==> config.mk <==
export PLATFORM = sky130hd
export DESIGN_NAME = ifetch_queue
export DESIGN_NICKNAME = d
export VERILOG_FILES = /design/src/rtl/ifetch_queue.sv
export SDC_FILE = /design/constraint.sdc
export NUM_CORES = 1
export LEC_CHECK = 0
export BUFFER_PORTS_ARGS = -buffer_cell sky130_fd_sc_hd__buf_2
export CAP_MARGIN = 20
export CORE_MARGIN = 5
export CORE_UTILIZATION = 55
export CTS_BUF_LIST = sky130_fd_sc_hd__clkbuf_16
export DETAILED_ROUTE_END_ITERATION = 10
export HOLD_SLACK_MARGIN = 0.15
export PLACE_DENSITY = 0.83
export SLEW_MARGIN = 20
export SYNTH_ARGS = -nofsm -noshare
export SYNTH_HDL_FRONTEND = slang
export SYNTH_SLANG_ARGS = --single-unit
export TNS_END_PERCENT = 100
==> constraint.sdc <==
create_clock -name clk -period 5.8 [get_ports clk]
set_clock_uncertainty 0.2 [all_clocks]
set_input_delay 1.74 -clock clk [delete_from_list [all_inputs] [get_ports clk]]
set_output_delay 1.74 -clock clk [all_outputs]
set_load 0.03 [all_outputs]
==> src/rtl/ifetch_queue.sv <==
`default_nettype none
// ============================================================================
// Module   : ifetch_queue
// Purpose  : Sequential instruction prefetcher; one outstanding memory request,
//            returned words queued with their PC+4 for the decode stage.
// Revision : 1.0
// ============================================================================
module ifetch_queue #(
    parameter int          DEPTH    = 4,
    parameter logic [31:0] RESET_PC = 32'd0
) (
    input  logic                   clk,
    input  logic                   reset,
    input  logic                   redirect,
    input  logic [31:0]            redirect_pc,
    input  logic                   hold,
    output logic                   mem_req,
    output logic [31:0]            mem_addr,
    input  logic                   mem_ack,
    input  logic [31:0]            mem_rdata,
    output logic                   inst_valid,
    output logic [31:0]            inst,
    output logic [31:0]            inst_pc4,
    output logic [$clog2(DEPTH):0] count
);

    localparam int c_ptr_w = $clog2(DEPTH);
    localparam int c_cnt_w = c_ptr_w + 1;
    localparam logic [c_cnt_w-1:0] c_depth   = c_cnt_w'(DEPTH);
    localparam logic [c_cnt_w-1:0] c_cnt_one = c_cnt_w'(1);
    localparam logic [c_ptr_w-1:0] c_ptr_one = c_ptr_w'(1);

    typedef enum logic [1:0] {
        S_IDLE = 2'd0,
        S_WAIT = 2'd1,
        S_DROP = 2'd2
    } state_t;

    state_t              r_state;
    logic                r_mem_req;
    logic [31:0]         r_mem_addr;
    logic [31:0]         r_fetch_pc;
    logic [c_ptr_w-1:0]  r_wr_ptr;
    logic [c_ptr_w-1:0]  r_rd_ptr;
    logic [c_cnt_w-1:0]  r_count;
    logic [31:0]         r_inst_mem [DEPTH];
    logic [31:0]         r_pc4_mem  [DEPTH];

    logic                w_pop;
    logic                w_push;
    logic                w_space;
    logic [c_cnt_w-1:0]  w_count_next;
    logic [31:0]         w_addr_inc;

    assign w_addr_inc = r_mem_addr + 32'd4;

    // Redirect outranks everything: the acked word and any pop are both dropped.
    assign w_pop  = (r_count != '0) && !hold && !redirect;
    assign w_push = (r_state == S_WAIT) && mem_ack && !redirect;

    always_comb begin
        w_count_next = r_count;
        if (w_push && !w_pop) begin
            w_count_next = r_count + c_cnt_one;
        end else if (!w_push && w_pop) begin
            w_count_next = r_count - c_cnt_one;
        end
    end

    // Only one request is ever in flight, so a free slot after this cycle's
    // push/pop is enough to launch the next fetch.
    assign w_space = (w_count_next < c_depth);

    always_ff @(posedge clk or posedge reset) begin
        if (reset) begin
            r_wr_ptr <= '0;
            r_rd_ptr <= '0;
            r_count  <= '0;
        end else if (redirect) begin
            r_wr_ptr <= '0;
            r_rd_ptr <= '0;
            r_count  <= '0;
        end else begin
            if (w_push) begin
                r_wr_ptr <= r_wr_ptr + c_ptr_one;
            end
            if (w_pop) begin
                r_rd_ptr <= r_rd_ptr + c_ptr_one;
            end
            r_count <= w_count_next;
        end
    end

    always_ff @(posedge clk) begin
        if (w_push) begin
            r_inst_mem[r_wr_ptr] <= mem_rdata;
            r_pc4_mem[r_wr_ptr]  <= w_addr_inc;
        end
    end

    always_ff @(posedge clk or posedge reset) begin
        if (reset) begin
            r_state    <= S_IDLE;
            r_mem_req  <= 1'b0;
            r_mem_addr <= RESET_PC;
            r_fetch_pc <= RESET_PC;
        end else begin
            case (r_state)
                S_IDLE: begin
                    if (redirect) begin
                        r_fetch_pc <= redirect_pc;
                    end else if (w_space) begin
                        r_state    <= S_WAIT;
                        r_mem_req  <= 1'b1;
                        r_mem_addr <= r_fetch_pc;
                    end
                end
                S_WAIT: begin
                    if (redirect) begin
                        r_fetch_pc <= redirect_pc;
                        if (mem_ack) begin
                            r_mem_addr <= redirect_pc;
                        end else begin
                            // The bus cannot abandon a request; ride it out in DROP.
                            r_state <= S_DROP;
                        end
                    end else if (mem_ack) begin
                        r_fetch_pc <= w_addr_inc;
                        r_mem_addr <= w_addr_inc;
                        if (!w_space) begin
                            r_state   <= S_IDLE;
                            r_mem_req <= 1'b0;
                        end
                    end
                end
                S_DROP: begin
                    if (redirect) begin
                        r_fetch_pc <= redirect_pc;
                    end
                    if (mem_ack) begin
                        r_state    <= S_WAIT;
                        r_mem_addr <= redirect ? redirect_pc : r_fetch_pc;
                    end
                end
                default: begin
                    r_state   <= S_IDLE;
                    r_mem_req <= 1'b0;
                end
            endcase
        end
    end

    assign mem_req    = r_mem_req;
    assign mem_addr   = r_mem_addr;
    assign count      = r_count;
    assign inst_valid = (r_count != '0);
    assign inst       = inst_valid ? r_inst_mem[r_rd_ptr] : 32'd0;
    assign inst_pc4   = inst_valid ? r_pc4_mem[r_rd_ptr]  : 32'd0;

endmodule
`default_nettype wire

==> metrics.yaml, run 1 <==
worst_hold_path:
  hold_path_depth: 2
  worstHoldStart: "r_fetch_pc[1]$_DFFE_PP0P_"
  hp-class: "reg2reg"
  min_to: "r_fetch_pc[1]$_DFFE_PP0P_"
global_routing:
  gr-total-overflow: 0
  grt_max_degree: 67
  grt_pass1_vias: 10100
  grt.total_usage: 0.246
  grt_pass1_wl_um: 59000
  antenna_found_initial: 0
cts:
  cts_root_buf: "clkbuf_16"
  htreeDepth: 2
  clkTransAtPathRegs_ns: 0.06
  holdBufCountCts: 0
  clkLatencyLatePin_ns: 0.53
  clockBufferDepth: 3
  cts_resized: 0
  cts_tree: "done"
  cts_sinks: 330
  postCtsSetupBuffers: 0
  cts_made_buffers: 35
synth:
  async_flop_share: 0.224
  ys_ff_latch: 330
  yosysTopAreaCellShare: 0.514
  ys_types: 68
  syn-cell-area_mm2: 0.0150
  synth_flop_cell: "edfxtp_1"
  yosysTopAreaCell: "edfxtp_1"
  syn_inst: 1056
  synth_nets: 1138
  synthTopCellsByArea: "edfxtp_1, dfrtp_1, mux4_2, o21ai_0, and2_1"
  yosysSeqAreaShare: 0.638
  synth-edff-count: 256
  syn_avg_cell_area_um2: 14.2
  yosys_warnings: 0
power:
  p_int_mw: 5.48
  p_sw_mw: 3.73
  power_frac_comb: 0.404
  ir_drop_uv: 394
  seq_power_share: 0.375
  swShare: 0.405
  p_leak_nw: 6.38
  p_clk_frac: 0.221
  powerDensity_mw_per_mm2: 533
critical_path:
  crit_arrival_ns: 2.89
  reg2reg_depth: 10
  cp.required_ns: 3.86
  r2r_start: "count[0]$_DFFE_PP0P_"
  path_max_fanout: 66
  timing.rr.end: "mem_addr[12]$_DFFE_PP0P_"
  start_kind: "flop"
  cp-end-kind: "primary output"
  crit_type: "reg2out"
  r2r_setup_slack_ns: 1.46
status:
  run_status: "completed"
placed_design:
  place.gp.congestion: 0.949
  dp.final_hpwl_um: 24800
  place_ws_ns: 1.18
  port-buffer-count: 169
timing:
  fin_tns_setup_ns: 0
  post-route-min-period_ns: 4.83
  relSlewSlack: 0.277
  fmax_mhz: 207
  fin_crit_sh: 0.832
  worst_slew_pin_slew_ns: 1.08
  drv_slew: 0
  timing.final.ws_setup_ns: 0.974
  setup_viol: 0
  rsz0062_at_grt: "false"
  hold_viol: 0
route:
  num_vias: 10000
  vias_per_cell: 6.33
  drc: 0
  routed_wl_um: 37800
  avgRoutedWirePerCell_um: 23.9
  drtIter0Drc: 1048
  drtAntennaViolNets: 0
  drt_pass1_iterations: 6
floorplanning:
  fp.coreArea_mm2: 0.0269
  fp.dieW_um: 175
  die_y_um: 175
  top_level_ports: 170
  dieArea_mm2: 0.0306
  start_util: 0.556
  core.rowCount: 60
cells_and_area:
  drive_gt1_frac: 0.278
  nFillCells: 1917
  diodes: 0
  multi_input_area_mm2: 0.00503
  seqCellArea_mm2: 0.00954
  nets: 1300
  area_growth_pct: 15.5
flow_run:
  maxCapViolCount: 0
==> worst max-delay path, stage by stage, from the launching register on <==
cell	delay (ns)
dfrtp_1	0.40
inv_1	0.12
ha_1	0.18
nor2b_1	0.26
clkinv_2	0.71
and2_1	0.45
buf_2	0.19
==> registers in the layout, indices dropped and copies added, names as in the netlist <==
register	count
r_pc4_mem	128
count	3
r_inst_mem	128
mem_req	1
r_fetch_pc	32
r_state	2
mem_addr	32
r_rd_ptr	2
r_wr_ptr	2
==> stage by stage <==
stage | hold slack, ns | util | cells | instance area [µm²] | total power [mW]
after floorplan | 0.250 | - | 1056 | 15000 | 6.00
after global placement | 0.265 | 0.604 | 1522 | 16200 | 7.06
after detailed placement | 0.283 | 0.604 | 1522 | 16200 | 7.16
after CTS | 0.296 | 0.643 | 1584 | 17300 | 9.21
after global routing | 0.332 | 0.643 | 1584 | 17300 | 9.68
final | 0.299 | 0.643 | 1584 | 17300 | 9.21
==> cell type report <==
class / instances / area share
clock buffer: 35 / 0.0507
tap: 341 / 0.0247
inverter: 31 / 0.00681
multi-input combinational: 626 / 0.291
timing repair buffer: 194 / 0.0649
sequential: 330 / 0.552
clock inverter: 27 / 0.00934
==> logic make-up after synthesis <==
| group | share of synthesized area |
|---|---|
| AO/OA/AOI/OAI | 0.0998 |
| XOR/XNOR | 0.0168 |
| adder cells (fa/ha/maj) | 0.0122 |
| buffers and inverters | 0.0267 |
| flip-flops | 0.638 |
| multiplexers | 0.108 |
| AND/OR/NAND/NOR | 0.0982 |
==> layer usage <==
layer | up-vias | wire [µm] | GRT usage
li1 | 4414 | - | -
met2 | 573 | 18300 | 0.397
met4 | 0 | 1180 | 0.0776
met3 | 96 | 3600 | 0.0500
met1 | 4949 | 14700 | 0.341
met5 | - | 0 | 0
==> placed cells by master, fill, tap and decap left out, types with 5 or more instances in the layout <==
cell type | Yosys | layout
buf_4 | 2 | 18
nand2_1 | 50 | 50
nor3_1 | 15 | 15
o21ai_0 | 83 | 82
ha_1 | 13 | 13
edfxtp_1 | 256 | 256
nand3_1 | 20 | 20
or2_2 | 5 | 5
a22oi_1 | 12 | 12
a21oi_1 | 33 | 32
dfrtp_1 | 74 | 72
buf_12 | 0 | 7
xnor2_1 | 14 | 14
mux4_2 | 64 | 64
buf_2 | 7 | 169
and3_1 | 9 | 5
inv_1 | 30 | 39
clkbuf_16 | 0 | 35
o22ai_1 | 23 | 23
and2_1 | 65 | 65
xor2_1 | 11 | 11
nor2_1 | 61 | 61
nand4_1 | 8 | 8
a221o_1 | 8 | 8
o31ai_1 | 16 | 16
a31oi_1 | 15 | 15
mux2_2 | 14 | 14
nand2b_1 | 6 | 6
a221oi_1 | 5 | 5
clkinv_1 | 1 | 6
==> cells in the mapped netlist, drive strengths merged (4+ instances only) <==
cell / count
and4: 4
ha: 13
a22oi: 12
o21ai: 83
o22a: 4
buf: 20
nor4: 5
xor2: 12
nor2b: 4
and2: 65
mux4: 64
mux2: 14
inv: 30
o22ai: 23
a222oi: 4
nand3b: 4
and3: 9
nand2b: 6
a211oi: 4
nor2: 61
a221o: 8
or2: 5
xnor2: 15
o31ai: 16
clkbuf: 49
a21oi: 34
or4: 5
nand3: 21
a31oi: 15
nand4: 9
edfxtp: 256
dfrtp: 74
nor3: 15
nand2: 50
a221oi: 5
==> power by group through the flow <==
| stage | combinational, mW | sequential, mW | clock (mW) |
|---|---|---|---|
| after CTS | 3.70 | 3.44 | 2.07 |
| after global routing | 4.01 | 3.50 | 2.17 |
| final | 3.72 | 3.45 | 2.04 |
| after global placement | 3.60 | 3.46 | 0 |
| after floorplan | 2.49 | 3.50 | 0 |
| after detailed placement | 3.68 | 3.48 | 0 |
==> worst max-delay path by stage <==
stage | startpoint | endpoint | slack (ns) | depth (start not counted)
after floorplan | redirect | r_inst_mem[0][0]$_DFFE_PP_ | 1.01 | 5
after global placement | redirect | mem_addr[15]$_DFFE_PP0P_ | 1.25 | 8
after detailed placement | redirect | mem_addr[5]$_DFFE_PP0P_ | 1.18 | 8
after CTS | r_rd_ptr[0]$_DFFE_PP0P_ | inst[22] | 0.96 | 4
after global routing | count[1]$_DFFE_PP0P_ | inst_pc4[13] | 0.75 | 6
final | count[0]$_DFFE_PP0P_ | inst_pc4[13] | 0.97 | 6
No activity file was read; power rests on OpenSTA's default activity.
==> run 2: changes to the inputs <==
Settings changed: CORE_UTILIZATION 55 to 53.
Clock period 5.8 ns to 4 ns, I/O delays scaled along.
==> metrics.yaml, run 2 (synthesis gave the netlist of run 1 again) <==
status:
  run_status: "completed"
critical_path:
  r2r_setup_slack_ns: 0.62  # -0.84 ns
  slowest_stage: "dfrtp_1"
  startpoint: "count[1]$_DFFE_PP0P_"
  crit_buf_inv: 4  # +1
  path_delay_family: "buffers and inverters"
  crit_type: "reg2out"
  crit_path_max_incr_delay_ns: 0.41  # -0.30 ns
  cp_cell_sequence: "inv_1, ha_1, nor2b_1, inv_4, buf_12, and2_1, buf_2"
  cp-end-kind: "primary output"
  crit_arrival_ns: 2.33  # -0.56 ns
  cp.required_ns: 2.60  # -1.26 ns
  r2r_start: "count[1]$_DFFE_PP0P_"
  path_max_fanout: 45  # -32%
  start_kind: "flop"
placed_design:
  place.gp.congestion: 0.915  # -3.6%
  port-buffer-count: 169  # unchanged
  dp.final_hpwl_um: 25200  # +1.2%
  dp.cells: 1585  # +4.1%
  place_ws_ns: 0.299  # -0.882 ns
timing:
  fin_crit_sh: 0.933
  timing.final.ws_setup_ns: 0.269  # -0.706 ns
  setup_viol: 0  # unchanged
  fmax_mhz: 268
  fin_tns_setup_ns: 0  # unchanged
  relSlewSlack: 0.376  # +0.0994
  rsz0062_at_grt: "false"
  drv_slew: 0  # unchanged
  hold_viol: 0  # unchanged
  post-route-min-period_ns: 3.73
  worst_slew_pin_slew_ns: 0.927  # -0.150 ns
worst_hold_path:
  hp-class: "reg2reg"
  worstHoldStart: "r_fetch_pc[3]$_DFFE_PP0P_"
route:
  drtIter0Drc: 1136  # +8.4%
  drtAntennaViolNets: 0  # unchanged
  vias_per_cell: 6.22  # -1.8%
  drc: 0  # unchanged
  drt_pass1_iterations: 5  # -1
  avgRoutedWirePerCell_um: 22.6  # -5.2%
  num_vias: 10200  # +2.0%
  routed_wl_um: 37200  # -1.6%
power:
  p_int_mw: 8.24  # +50%
  p_sw_mw: 5.40  # +45%
  powerDensity_mw_per_mm2: 770  # +45%
  ir_drop_uv: 531  # +35%
  p_leak_nw: 6.57  # +3.0%
  power_frac_comb: 0.417  # +0.013
  swShare: 0.396  # -0.00912
  p_clk_frac: 0.222  # about the same
  seq_power_share: 0.360  # -0.015
global_routing:
  grt_pass1_vias: 10400  # +3.0%
  antenna_found_initial: 0  # unchanged
  grt_pass1_wl_um: 57900  # -1.9%
  gr-total-overflow: 0  # unchanged
  grt.total_usage: 0.237  # -0.00857
  grt_max_degree: 46  # -31%
cells_and_area:
  drive_gt1_frac: 0.293  # +0.0145
  nFillCells: 2022  # +5.5%
  final_common_cell: "edfxtp_1"
  nets: 1325  # +1.9%
  area_growth_pct: 18.4
  final_cell_mix: "edfxtp_1, buf_2, o21ai_0"
  instances_no_fill: 1645  # +3.9%
  diodes: 0  # unchanged
  largestRegisters: "r_inst_mem x128, r_pc4_mem x128"
cts:
  postCtsSetupBuffers: 0  # unchanged
  clockBufferDepth: 3  # unchanged
  cts_root_buf: "clkbuf_16"
  cts_tree: "done"
  clkTransAtPathRegs_ns: 0.06  # about the same
  htreeDepth: 2  # unchanged
  cts_made_buffers: 34  # -2.9%
  clkLatencyLatePin_ns: 0.51  # -0.02 ns
  cts_sinks: 330  # unchanged
floorplanning:
  start_util: 0.537  # -0.0196
  core.rowCount: 61  # +1.7%
  fp.coreArea_mm2: 0.0279  # +3.7%
  die_y_um: 178  # +1.8%
  dieArea_mm2: 0.0317  # +3.6%
  fp.dieW_um: 178  # +1.8%
  top_level_ports: 170  # unchanged
flow_run:
  maxCapViolCount: 0  # unchanged
run 2: area by class of cell:
cell class | count | area (µm²) | area share
Multi-Input combinational cell | 626 | 5040 | 0.285
Sequential cell | 330 | 9540 | 0.539
Timing Repair Buffer | 220 | 1440 | 0.0814
Tap cell | 378 | 473 | 0.0267
Inverter | 31 | 119 | 0.00672
Clock inverter | 23 | 153 | 0.00862
Clock buffer | 37 | 926 | 0.0523
run 2: per-layer routing:
metal  track usage  vias up  routed length, µm
li1              -     4466                  -
met3        0.0573      109               4020
met5             0        -                  0
met4        0.0841        0               1330
met2         0.376      622              17400
met1         0.324     5035              14400
run 2: worst paths after layout:
| path | endpoint | cells after the start |
|---|---|---|
| min | r_fetch_pc[3]$_DFFE_PP0P_ | 2 |
| max reg2reg | r_state[0]$_DFFE_PP0P_ | 10 |
| min in group asynchronous | r_fetch_pc[9]$_DFFE_PP0P_ | 2 |
| max | inst_pc4[13] | 7 |
| min reg2reg | r_fetch_pc[3]$_DFFE_PP0P_ | 2 |
| max in group asynchronous | mem_addr[25]$_DFFE_PP0P_ | 3 |
run 2: power groups by stage:
stage,Sequential [mW],Clock (mW),Combinational (mW)
5_1_grt,4.96,3.24,6.10
6_report,4.91,3.03,5.69
3_5_place_dp,4.94,0,5.64
3_3_place_gp,4.92,0,5.49
2_1_floorplan,5.08,0,3.62
4_1_cts,4.88,3.08,5.66
run 2: worst reg2reg max path: stages (launching register included):
cell and delay, ns:
dfrtp_1 0.41, inv_1 0.12, ha_1 0.17, nor2b_1 0.31
inv_4 0.21, a21oi_2 0.33, mux2_2 0.41, nor4b_2 0.30
buf_4 0.29, a221o_1 0.19, mux2_2 0.34
run 2: metrics by stage:
stage	instance area (µm²)	hold slack (ns)	total power, mW	util
finish	17700	0.312	13.6	0.635
global route	17700	0.333	14.3	0.635
CTS	17700	0.314	13.6	0.635
detailed placement	16600	0.289	10.6	0.597
global placement	16600	0.265	10.4	0.597
floorplan	15000	0.250	8.69	-
run 2: repair_timing:
item / CTS / global route
setup endpoints to repair: 0 / 7
resized for setup: 0 / 2
hold buffers: 0 / 0
==> run 3: changes to the inputs <==
==> constraint.sdc (replaced) <==
create_clock -name clk -period 4 [get_ports clk]
set_clock_uncertainty 0.2 [all_clocks]
set_input_delay 0.2 -clock clk [delete_from_list [all_inputs] [get_ports clk]]
set_output_delay 0.2 -clock clk [all_outputs]
set_load 0.03 [all_outputs]
==> metrics.yaml, run 3 (synthesis gave the netlist of run 1 again) <==
cts:
  postCtsSetupBuffers: 0  # unchanged
  cts_tree: "done"
  cts_sinks: 330  # unchanged
  cts_resized: 0  # unchanged
  cts_root_buf: "clkbuf_16"
  holdBufCountCts: 70  # +70
  clkTransAtPathRegs_ns: 0.06  # about the same
  cts_made_buffers: 35  # +2.9%
  clockBufferDepth: 3  # unchanged
  clkLatencyLatePin_ns: 0.51  # about the same
  htreeDepth: 2  # unchanged
global_routing:
  grt.total_usage: 0.241  # +0.00405
  gr-total-overflow: 0  # unchanged
  antenna_found_initial: 0  # unchanged
  grt_max_degree: 66  # +43%
  grt_pass1_vias: 10500  # +0.85%
  grt_pass1_wl_um: 58900  # +1.7%
timing:
  fmax_mhz: 313  # +17%
  setup_viol: 0  # unchanged
  fin_tns_setup_ns: 0  # unchanged
  worst_slew_pin_slew_ns: 0.747  # -0.180 ns
  rsz0062_at_grt: "false"
  drv_slew: 0  # unchanged
  relSlewSlack: 0.498  # +0.122
  fin_crit_sh: 0.800  # -0.133
  timing.final.ws_setup_ns: 0.801  # +0.532 ns
  hold_viol: 0  # unchanged
  post-route-min-period_ns: 3.20  # -0.532 ns
cells_and_area:
  area_growth_pct: 21.5
  drive_gt1_frac: 0.271  # -0.0217
  largestRegisters: "r_inst_mem x128, r_pc4_mem x128"
  nFillCells: 1970  # -2.6%
  nets: 1381  # +4.2%
  final_common_cell: "edfxtp_1"
  diodes: 0  # unchanged
  instances_no_fill: 1702  # +3.5%
  final_area_mm2: 0.0182  # +2.7%
  final_cell_mix: "edfxtp_1, buf_2, o21ai_0"
placed_design:
  place_ws_ns: 0.844  # +0.545 ns
  dpl_cell_area_mm2: 0.0164  # -1.5%
  port-buffer-count: 169  # unchanged
  dp.cells: 1570  # -0.95%
  place.gp.congestion: 0.917  # +0.23%
  dp.final_hpwl_um: 24600  # -2.4%
route:
  avgRoutedWirePerCell_um: 22.4  # -1.2%
  drt_pass1_iterations: 5  # unchanged
  drtIter0Drc: 1106  # -2.6%
  routed_wl_um: 38100  # +2.3%
  drtAntennaViolNets: 0  # unchanged
  drc: 0  # unchanged
  vias_per_cell: 6.07  # -2.4%
  num_vias: 10300  # +0.97%
critical_path:
  path_max_fanout: 28  # -38%
  cp.required_ns: 4.19  # +1.59 ns
  crit_arrival_ns: 3.39  # +1.06 ns
  reg2reg_depth: 10  # unchanged
  start_kind: "flop"
  crit_type: "reg2reg"
  cp-end-kind: "flop"
floorplanning:
  top_level_ports: 170  # unchanged
  die_y_um: 178  # unchanged
  dieArea_mm2: 0.0317  # unchanged
  fp.coreArea_mm2: 0.0279  # unchanged
  start_util: 0.537  # unchanged
  core.rowCount: 61  # unchanged
  fp.dieW_um: 178  # unchanged
flow_run:
  maxCapViolCount: 0  # unchanged
power:
  seq_power_share: 0.363  # +0.003
  p_int_mw: 8.21  # -0.31%
  p_sw_mw: 5.47  # +1.4%
  p_leak_nw: 6.74  # +2.5%
  power_frac_comb: 0.410  # -0.007
  powerDensity_mw_per_mm2: 753  # -2.2%
  swShare: 0.400  # +0.00402
  p_clk_frac: 0.227  # +0.005
  ir_drop_uv: 445  # -16%
status:
  run_status: "completed"
worst_hold_path:
  hold_path_depth: 3  # +1
  hp-class: "in2reg"
==> run 3: cell types whose count changed in the layout (fill, tap and decap cells not counted), moves of 2 or more <==
cell,before,now
buf_12,17,6
buf_4,34,30
clkbuf_16,37,35
clkinv_1,5,9
clkinv_8,0,2
dlygate4sd3_1,0,70
inv_1,39,34
==> run 3: final timing paths <==
check	slack, ns	from	end
worst max register to register	0.80	count[0]$_DFFE_PP0P_	r_state[0]$_DFFE_PP0P_
worst min register to register	0.31	r_fetch_pc[3]$_DFFE_PP0P_	r_fetch_pc[3]$_DFFE_PP0P_
min in group asynchronous	0.55	reset	r_fetch_pc[24]$_DFFE_PP0P_
max in group asynchronous	2.28	reset	r_rd_ptr[1]$_DFFE_PP0P_
worst max-delay path	0.80	count[0]$_DFFE_PP0P_	r_state[0]$_DFFE_PP0P_
worst min-delay path	0.21	redirect	r_fetch_pc[16]$_DFFE_PP0P_
==> run 3: per-stage QoR <==
stage	hold WS, ns	power [mW]	util
after detailed placement	-0.0334	10.5	0.588
after global routing	0.215	14.4	0.652
final	0.211	13.7	0.652
after CTS	0.160	13.7	0.652
after global placement	-0.0296	10.4	0.588
after floorplan	0.0989	8.70	-
==> run 3: worst max-delay path, stage by stage (launching register included) <==
cell,delay [ns]
dfrtp_1,0.40
inv_1,0.12
ha_1,0.19
nor2b_1,0.25
inv_2,0.07
a21oi_2,0.28
mux2_2,0.42
nor4b_2,0.25
buf_4,0.36
a221o_1,0.21
mux2_2,0.34
==> run 3: layer usage <==
metal	up-vias	track usage	wire, µm
met5	-	0	0
met4	0	0.0799	1270
met3	102	0.0496	3260
met2	535	0.398	18600
met1	5107	0.323	14900
li1	4587	-	-
==> run 3: power groups by stage <==
stage,Combinational [mW],Sequential [mW],Clock [mW]
after floorplan,3.62,5.08,0
after global placement,5.38,4.98,0
after detailed placement,5.50,5.01,0
after CTS,5.59,4.95,3.16
after global routing,6.03,5.03,3.31
final,5.61,4.97,3.10
==> run 3: final cells by class <==
class	instances	area, µm²	share of cell area
clock buffers	35	876	0.0482
flip-flops and latches	330	9540	0.525
inverters	31	116	0.00640
repair buffers	275	1890	0.104
well taps	378	473	0.0260
clock inverters	27	225	0.0124
multi-input cells	626	5040	0.278
